--- src/rtl/vector_addsub_sequencer.sv ---
// Purpose: sequences a vector add/sub over a shared LANE_W-bit adder slice, one beat at a time.
// Latency: rd_en of beat k at T+1+3k, write of beat k at T+3+3k, done at T+3N+1, ready at T+3N+2.
// Backpressure: cmd_ready is high only in IDLE; command inputs are ignored while busy.
//
// Ports:
//   clk, reset            - clock, asynchronous active-high reset
//   cmd_*                 - command handshake and fields (op, element width, length, registers)
//   rf_rd_*               - register-file read port (data returns the cycle after rf_rd_en)
//   au_*                  - external adder slice operands, controls, result and valid flag
//   rf_wr_*               - register-file write port with per-byte enables
//   busy, done, err       - status: not idle, completion pulse, error pulse
module vector_addsub_sequencer #(
  parameter int MAX_VLEN = 512,
  parameter int LANE_W   = 128,
  localparam int NBEAT   = MAX_VLEN / LANE_W,
  localparam int BW      = (NBEAT > 1) ? $clog2(NBEAT) : 1,
  localparam int VLW     = $clog2(MAX_VLEN / 8) + 1,
  localparam int BEW     = LANE_W / 8
) (
  input  logic              clk,
  input  logic              reset,
  input  logic              cmd_valid,
  output logic              cmd_ready,
  input  logic              cmd_sub,
  input  logic [1:0]        cmd_sew,
  input  logic [VLW-1:0]    cmd_vl,
  input  logic [4:0]        cmd_vs1,
  input  logic [4:0]        cmd_vs2,
  input  logic [4:0]        cmd_vd,
  output logic              rf_rd_en,
  output logic [4:0]        rf_rd_addr1,
  output logic [4:0]        rf_rd_addr2,
  output logic [BW-1:0]     rf_rd_beat,
  input  logic [LANE_W-1:0] rf_rd_data1,
  input  logic [LANE_W-1:0] rf_rd_data2,
  output logic              au_ctrl,
  output logic              au_sew_16_32,
  output logic              au_sew_32,
  output logic [LANE_W-1:0] au_a,
  output logic [LANE_W-1:0] au_b,
  input  logic [LANE_W-1:0] au_sum,
  input  logic              au_done,
  output logic              rf_wr_en,
  output logic [4:0]        rf_wr_addr,
  output logic [BW-1:0]     rf_wr_beat,
  output logic [LANE_W-1:0] rf_wr_data,
  output logic [BEW-1:0]    rf_wr_be,
  output logic              busy,
  output logic              done,
  output logic              err
);

  localparam int LB_SH = $clog2(BEW);

  typedef enum logic [2:0] {
    IDLE   = 3'd0,
    READ   = 3'd1,
    EXEC   = 3'd2,
    WRITE  = 3'd3,
    FINISH = 3'd4
  } state_t;

  state_t            state, state_nx;
  logic [BW-1:0]     beat_q;
  logic [LANE_W-1:0] sum_q;
  logic              sub_q;
  logic [1:0]        sew_q;
  logic [4:0]        vs1_q, vs2_q, vd_q;
  logic [VLW-1:0]    bytes_q;   // active byte count of the whole vector
  logic [VLW-1:0]    last_q;    // index of the final beat
  logic              err_q;

  // Command decode: clamp the element count to what fits in one register,
  // then convert to bytes and to a beat count.
  logic [VLW-1:0] vlmax, vl_eff, bytes_in, last_in;
  logic           last_beat;

  always_comb begin
    vlmax = VLW'((MAX_VLEN / 8) >> cmd_sew);
    vl_eff = (cmd_vl > vlmax) ? vlmax : cmd_vl;
    case (cmd_sew)
      2'b01:   bytes_in = {vl_eff[VLW-2:0], 1'b0};
      2'b10:   bytes_in = {vl_eff[VLW-3:0], 2'b00};
      default: bytes_in = vl_eff;
    endcase
    // bytes + BEW-1 never exceeds 2*MAX bytes - 1, so VLW bits suffice.
    last_in = ((bytes_in + VLW'(BEW - 1)) >> LB_SH) - VLW'(1);
  end

  assign last_beat = (VLW'(beat_q) == last_q);

  // State register and datapath registers.
  always_ff @(posedge clk or posedge reset) begin
    if (reset) begin
      state   <= IDLE;
      beat_q  <= '0;
      sum_q   <= '0;
      sub_q   <= 1'b0;
      sew_q   <= 2'b00;
      vs1_q   <= '0;
      vs2_q   <= '0;
      vd_q    <= '0;
      bytes_q <= '0;
      last_q  <= '0;
      err_q   <= 1'b0;
    end else begin
      state <= state_nx;
      case (state)
        IDLE: begin
          if (cmd_valid) begin
            sub_q   <= cmd_sub;
            sew_q   <= cmd_sew;
            vs1_q   <= cmd_vs1;
            vs2_q   <= cmd_vs2;
            vd_q    <= cmd_vd;
            bytes_q <= bytes_in;
            last_q  <= last_in;
            beat_q  <= '0;
            err_q   <= (cmd_sew == 2'b11);
          end
        end
        EXEC: begin
          if (au_done) begin
            sum_q <= au_sum;
          end else begin
            err_q <= 1'b1;
          end
        end
        WRITE: begin
          if (!last_beat) begin
            beat_q <= beat_q + BW'(1);
          end
        end
        default: begin
        end
      endcase
    end
  end

  // Next-state logic.
  always_comb begin
    state_nx = state;
    case (state)
      IDLE: begin
        if (cmd_valid) begin
          // Illegal width and empty vectors finish without touching the RF.
          if (cmd_sew == 2'b11 || vl_eff == '0) begin
            state_nx = FINISH;
          end else begin
            state_nx = READ;
          end
        end
      end
      READ:    state_nx = EXEC;
      EXEC:    state_nx = au_done ? WRITE : FINISH;
      WRITE:   state_nx = last_beat ? FINISH : READ;
      FINISH:  state_nx = IDLE;
      default: state_nx = IDLE;
    endcase
  end

  // Moore outputs; everything idles at zero outside its own state.
  always_comb begin
    cmd_ready    = 1'b0;
    rf_rd_en     = 1'b0;
    rf_rd_addr1  = '0;
    rf_rd_addr2  = '0;
    rf_rd_beat   = '0;
    au_ctrl      = 1'b0;
    au_sew_16_32 = 1'b0;
    au_sew_32    = 1'b0;
    au_a         = '0;
    au_b         = '0;
    rf_wr_en     = 1'b0;
    rf_wr_addr   = '0;
    rf_wr_beat   = '0;
    rf_wr_data   = '0;
    rf_wr_be     = '0;
    done         = 1'b0;
    err          = 1'b0;
    case (state)
      IDLE: cmd_ready = 1'b1;
      READ: begin
        rf_rd_en    = 1'b1;
        rf_rd_addr1 = vs1_q;
        rf_rd_addr2 = vs2_q;
        rf_rd_beat  = beat_q;
      end
      EXEC: begin
        au_a         = rf_rd_data1;
        au_b         = rf_rd_data2;
        au_ctrl      = sub_q;
        au_sew_16_32 = (sew_q == 2'b01) || (sew_q == 2'b10);
        au_sew_32    = (sew_q == 2'b10);
      end
      WRITE: begin
        rf_wr_en   = 1'b1;
        rf_wr_addr = vd_q;
        rf_wr_beat = beat_q;
        rf_wr_data = sum_q;
        // Bytes past the end of the vector in the final beat are masked.
        for (int j = 0; j < BEW; j++) begin
          rf_wr_be[j] = ((int'(beat_q) * BEW + j) < int'(bytes_q));
        end
      end
      FINISH: begin
        done = 1'b1;
        err  = err_q;
      end
      default: begin
      end
    endcase
  end

  assign busy = (state != IDLE);

endmodule

--- config.mk ---
export PLATFORM = sky130hd
export DESIGN_NAME = vector_addsub_sequencer
export DESIGN_NICKNAME = d
export VERILOG_FILES = /design/src/rtl/vector_addsub_sequencer.sv
export SDC_FILE = /design/constraint.sdc
export NUM_CORES = 1
export LEC_CHECK = 0
export CORE_AREA = 2 2 324 326
export CTS_BUF_LIST = sky130_fd_sc_hd__clkbuf_16
export DETAILED_ROUTE_END_ITERATION = 7
export DIE_AREA = 0 0 326 328
export SKIP_CTS_REPAIR_TIMING = 1
export SLEW_MARGIN = 0
export SYNTH_ARGS = -nofsm -noshare
export SYNTH_HDL_FRONTEND = slang
export SYNTH_SLANG_ARGS = --single-unit
--- constraint.sdc ---
create_clock -name clk -period 5.6 [get_ports clk]
set_clock_uncertainty 0.1 [all_clocks]
set_input_delay 1.12 -clock clk [delete_from_list [all_inputs] [get_ports clk]]
set_output_delay 1.12 -clock clk [all_outputs]
set_load 0.1 [all_outputs]
* After elaboration in Yosys (flattened, before gate mapping) *
Cells that the tools add are included.

word-level totals
  flip-flop bits (word level) = 166
  output and inout port bits = 428

cells by class
  add/subtract/negate cells = 18
  $lt $le $gt $ge = 17
  equal/unequal tests = 13
  shift operators = 1
  mux-type cells = 30
  reductions and logical operators = 11

operators by type and width
  cell                   number
  $mux W128              3
  $lt A7 B7 Y1           15
  $add A6 B4 Y7 const B  8
  $add A6 B3 Y7 const B  4
  $mux W16               1
  $mux W5                3
  $add A6 B2 Y7 const B  2
  $pmux W7 S2            1
  $mux W3                4
  $pmux W3 S4            1
  $mux W1                10
  $mux W2                4
  $add A6 B1 Y7 const B  1
  $add A7 B4 Y7 const B  1
  $eq A2 B7 Y1           1
  $gt A7 B7 Y1           1
  $logic_not A7 Y1       1
  $lt A6 B7 Y1           1
  $mux W7                1
  $shr A7 B2 Y7 const A  1
  $eq A2 B2 Y1 const B   3
  $eq A3 B2 Y1 const B   2
  $ne A2 B2 Y1 const B   3
  $reduce_and A3 Y1      2
  12 further kinds       16

* Logic depth before layout (Yosys ltp) *
Gate-level depths: netlist of the first run.

  depth after elaboration = 8
  gate-level depth with buffers = 14
  depth with buffers taken out = 11

* Worst setup path after synthesis of the first run *
Ideal clock, no wire load.

  path kind = flip-flop to output port
  start = reg state[0]
  end = out err
  arrival = 4.010 ns
  path slack = 0.370 ns
  stages on the path, launching flop included = 5
  cell sequence = dfrtp_1 > clkbuf_1 > clkbuf_1 > nor3b_1 > and2_1

on the way
  longest elaborated chain between the ends = 2

ends and longest elaborated chain
  element                 line  text
  start, declared         63    state_t state, state_nx;
  start signal, assigned  107   state <= state_nx;
  $eq A3 B3 Y1            181   case (state)
  $mux W1                 181
  end, declared           50    output logic err

No other way between the ends.

* Worst setup path after layout of the first run *
  start = reg state[2]
  end = out au_a[85]

on the way
  longest elaborated chain between the ends = 2

ends and longest elaborated chain
  element        line  text
  $eq A3 B2 Y1   181
  $mux W128      181
  end, declared  39    output logic [LANE_W-1:0] au_a,

No other way between the ends.

==> impl_results.rst, run 1 <==
.. list-table::
   :header-rows: 1

   * - Metric
     - Value
   * - Clock root buffer master
     - sky130_fd_sc_hd__clkbuf_16
   * - Detailed-router iteration count before antenna repair
     - 7
   * - Total overflow reported by the global router
     - 0
   * - Cell internal power dissipation
     - 0.00380 W
   * - Outcome
     - complete, no violations
   * - Post-synthesis async set-or-reset flop share
     - 100%
   * - Worst hold-check path type
     - flip-flop to flip-flop
   * - Post-synthesis average cell area
     - 7.78 um^2
   * - Most instantiated flip-flop cell in the synthesis netlist
     - sky130_fd_sc_hd__dfrtp_1
   * - Net count reported at finish
     - 2,445
   * - Worst reg2reg path depth
     - 8
   * - Total number of vias
     - 12,275
   * - Share of cells above drive strength 1
     - 17.7%
   * - Relative contribution of the clock network to total power
     - 13.6%
   * - Category of the worst setup path launch point
     - flip-flop
   * - Vias in the first global route
     - 11,810
   * - Synth Cell Area
     - 9720 um^2
   * - Total of endpoints with negative setup slack in the final report
     - 0
   * - Post-synth EDFFs
     - 0
   * - Data required time at the worst endpoint
     - 4.38 ns
   * - Worst EP arrival
     - 3.54 ns
   * - Sw Share
     - 60.3%
   * - Largest area contributor in the synthesized netlist
     - sky130_fd_sc_hd__dfrtp_1
   * - Overall power
     - 0.00957 W
   * - Global-route wire length before repair
     - 117 mm
   * - LEAKAGE
     - 9.26 nW
   * - Count of buffering cells on the critical path with inverters included
     - 3
   * - DRT Wirelength
     - 92.3 mm
   * - Count of unique library cells instantiated by Yosys
     - 44
   * - R2R Path End
     - sum_q[7]
   * - Utilization of the core after routing
     - 19.1%
   * - Number of standard cells after synthesis
     - 1,248
   * - Boundary pin count
     - 841
   * - Global Route Usage Sum
     - 16.7%
   * - Time the worst path needs with I/O delays and setup
     - 4.76 ns
   * - Fin Hold WS
     - 0.372 ns
   * - CP max-delay cell
     - sky130_fd_sc_hd__buf_4
   * - Area contributors post-synth
     - sky130_fd_sc_hd__dfrtp_1 42%, sky130_fd_sc_hd__and2_1 18%, sky130_fd_sc_hd__nand2_1 16%
   * - Critical Path, Cell by Cell
     - nor2b_4, buf_12, nor2b_4, buf_4, and2_1, buf_4
   * - Synthesis-to-layout area growth
     - 103%
   * - Total negative slack for setup checks
     - 0 ns
   * - Post-place setup slack
     - 1.07 ns
   * - Number of DRC markers after the initial detailed-route iteration
     - 786
   * - Timing startpoint of the critical path
     - state[2]
   * - Share of total power in sequential cells
     - 21.2%
   * - Die Ht
     - 328 um
   * - Maximum count of clock buffers along a single path
     - 2
   * - Depth of the CTS H-tree
     - 4
   * - Skew-Pair Late Insertion Delay
     - 0.47 ns
   * - Delay of the slowest cell on the worst path
     - 0.62 ns
   * - CTS tree
     - yes
   * - Setup ws final
     - 0.839 ns
   * - Transition at the pin with the smallest max-transition slack
     - 1.20 ns
   * - Max-slew headroom
     - 20.0%
   * - Crit-path max FO
     - 134
   * - Final hold violation count
     - 0
   * - Routed length per instance
     - 26.7 um
   * - Sequential-to-total area share from yosys stat
     - 42.0%
   * - Number of antenna violations at the first check in global routing
     - 145
   * - Standard-cell rows
     - 118
   * - Switching power total
     - 0.00577 W
   * - Syn Nets
     - 1,673
   * - Cell with the most instances after synthesis
     - sky130_fd_sc_hd__nand2_1
   * - Critical path's top delay family
     - buffers and inverters
   * - TritonCTS buffer count
     - 17
   * - Final HPWL from detailed placement
     - 79.9 mm
   * - End point of the worst hold path
     - sum_q[110]
   * - Register clock-pin slew on the reported worst setup and hold paths
     - 0.08 ns
   * - Die boundary width
     - 326 um
   * - Portion of the clock cycle consumed by the worst path in the final layout
     - 85.0%
   * - Final Max Tran Viols
     - 0
   * - Power per cell area
     - 486 nW/um^2
   * - IR Drop Worst-Case VDD
     - 291 uV
   * - Post-synthesis register bit count
     - 163
   * - Clk sinks
     - 163
   * - Category of the worst setup path capture point
     - output pin
   * - Fill cell count
     - 11,568
   * - Post-detailed-route via-to-cell ratio
     - 3.55
   * - Number of buffer cells added on primary ports
     - 840
   * - ANT nets after route
     - 0
   * - Reg2reg setup slack
     - 1.71 ns
   * - Fmax
     - 210 MHz
   * - Source of the worst register-to-register timing path
     - state[2]
   * - Hold path start
     - sum_q[110]
   * - RSZ-0062 raised after global routing
     - false
   * - Final weighted congestion in routability-driven placement
     - 0.908
   * - YS warnings
     - 0
   * - Die Outline Area
     - 107,000 um^2
   * - Max-cap viol count
     - 0
   * - WS Path Type
     - flip-flop to output pin
   * - Starting density of the core
     - 9.41%
   * - Detailed-route DRC error count
     - 0
   * - Fraction of synthesized cell area taken by the top area cell type
     - 42.0%
   * - Maximum number of pins on one net before global-route repair
     - 138
   * - Core region area
     - 103,000 um^2
   * - Hold-critical path depth
     - 2
   * - Most instantiated cells after synthesis
     - 414 x sky130_fd_sc_hd__nand2_1, 273 x sky130_fd_sc_hd__and2_1, 163 x sky130_fd_sc_hd__dfrtp_1, 134 x sky130_fd_sc_hd__and3_1, 97 x sky130_fd_sc_hd__clkbuf_1
   * - Fraction of power consumed by combinational cells
     - 65.2%
==> registers in the layout (all words and copies together), names as in the netlist <==
| signal | count |
|---|---|
| err_q | 1 |
| beat_q | 2 |
| bytes_q | 7 |
| sub_q | 1 |
| sew_q | 2 |
| vs2_q | 5 |
| last_q | 4 |
| state | 3 |
| sum_q | 128 |
| vs1_q | 5 |
| vd_q | 5 |
==> layer usage <==
metal / up-vias / GRT usage [%] / wire length [um]
met3: 169 / 9.26 / 13100
met5: - / 0 / 494
met1: 5726 / 20.9 / 37900
li1: 5539 / - / -
met2: 767 / 25.3 / 39100
met4: 74 / 2.64 / 1660
==> worst register-to-register path: stages (launching register included) <==
cell	delay, ns
sky130_fd_sc_hd__dfrtp_1	0.48
sky130_fd_sc_hd__nor2b_4	0.27
sky130_fd_sc_hd__buf_12	0.34
sky130_fd_sc_hd__nor2b_4	0.62
sky130_fd_sc_hd__buf_4	0.47
sky130_fd_sc_hd__and2_4	0.72
sky130_fd_sc_hd__buf_12	0.45
sky130_fd_sc_hd__nand2_1	0.30
sky130_fd_sc_hd__nand2_1	0.10
==> power by group through the flow <==
stage | sequential (W) | combinational (W) | clock, W
after floorplan | 0.00191 | 0.00461 | 0
after global placement | 0.00203 | 0.00627 | 0
after detailed placement | 0.00205 | 0.00630 | 0
after CTS | 0.00203 | 0.00632 | 0.00136
after global routing | 0.00209 | 0.00654 | 0.00139
final | 0.00203 | 0.00624 | 0.00130
==> cells in the final DEF (no fill, tap or decap), drive strengths merged, types with 2 or more instances in the layout <==
cell type | synthesis | layout
a21o | 2 | 2
a21oi | 15 | 15
a22oi | 2 | 2
a311oi | 2 | 2
a31oi | 6 | 6
and2 | 275 | 275
and3 | 134 | 134
buf | 4 | 294
clkbuf | 97 | 17
clkdlybuf4s50 | 0 | 560
clkinv | 0 | 7
clkinvlp | 0 | 2
dfrtp | 163 | 163
diode | 0 | 40
ha | 12 | 12
inv | 21 | 26
mux2 | 17 | 17
mux2i | 4 | 4
nand2 | 414 | 414
nand3 | 5 | 5
nor2 | 11 | 11
nor2b | 6 | 6
nor3 | 5 | 5
nor3b | 4 | 4
nor4 | 2 | 2
o21a | 3 | 3
o21ai | 21 | 21
o31ai | 2 | 2
or2 | 3 | 3
or3 | 2 | 2
or4 | 2 | 2
xnor2 | 3 | 3
==> area by class of cell <==
cell class,instances,area [um^2],area share (%)
clock buffer,17,425,2.16
clock inverter,15,211,1.07
inverter,21,82.6,0.419
timing repair buffer,854,7860,39.9
antenna,40,100,0.508
multi-input combinational,963,5200,26.4
tap,1380,1730,8.77
sequential,163,4080,20.7
==> worst max-delay path by stage <==
stage	to	slack [ns]	depth (start not counted)
2_1_floorplan	err	0.37	4
3_3_place_gp	last_q[1]	1.07	12
4_1_cts	au_a[86]	0.91	6
6_report	au_a[85]	0.84	6
5_1_grt	au_a[86]	0.68	6
3_5_place_dp	last_q[1]	1.07	12
==> metrics by stage <==
step	cell area, um^2	std cells
after floorplan	9720	1248
after global placement	19000	3381
after detailed placement	19000	3381
after CTS	19600	3413
after global routing	19600	3418
final	19700	3453
==> kinds of logic after synthesis <==
family,synth area share [%]
DFF,42.0
muxes,2.61
AOI/OAI and AO/OA,3.88
adders and majority gates,1.55
and+or+nand+nor,44.9
buffers and inverters,4.82
xor gates and xnor gates,0.270
(Power assumes the default switching activity.)
==> run 2, diff against run 1 <==
--- a/config.mk
+++ b/config.mk
@@ -7,6 +7,7 @@
 export LEC_CHECK = 0
 export CORE_AREA = 2 2 324 326
 export CTS_BUF_LIST = sky130_fd_sc_hd__clkbuf_16
+export CTS_CLUSTER_SIZE = 12
 export DETAILED_ROUTE_END_ITERATION = 7
 export DIE_AREA = 0 0 326 328
 export SKIP_CTS_REPAIR_TIMING = 1
==> results of run 2 <==
The final DEF is identical to that of run 1; final timing and power are the same.
==> run 3, diff against run 2 <==
--- a/config.mk
+++ b/config.mk
@@ -10,6 +10,7 @@
 export CTS_CLUSTER_SIZE = 12
 export DETAILED_ROUTE_END_ITERATION = 7
 export DIE_AREA = 0 0 326 328
+export HOLD_SLACK_MARGIN = 0.02
 export SKIP_CTS_REPAIR_TIMING = 1
 export SLEW_MARGIN = 0
 export SYNTH_ARGS = -nofsm -noshare
==> results of run 3 <==
The final DEF is identical to that of run 1; final timing and power are the same.
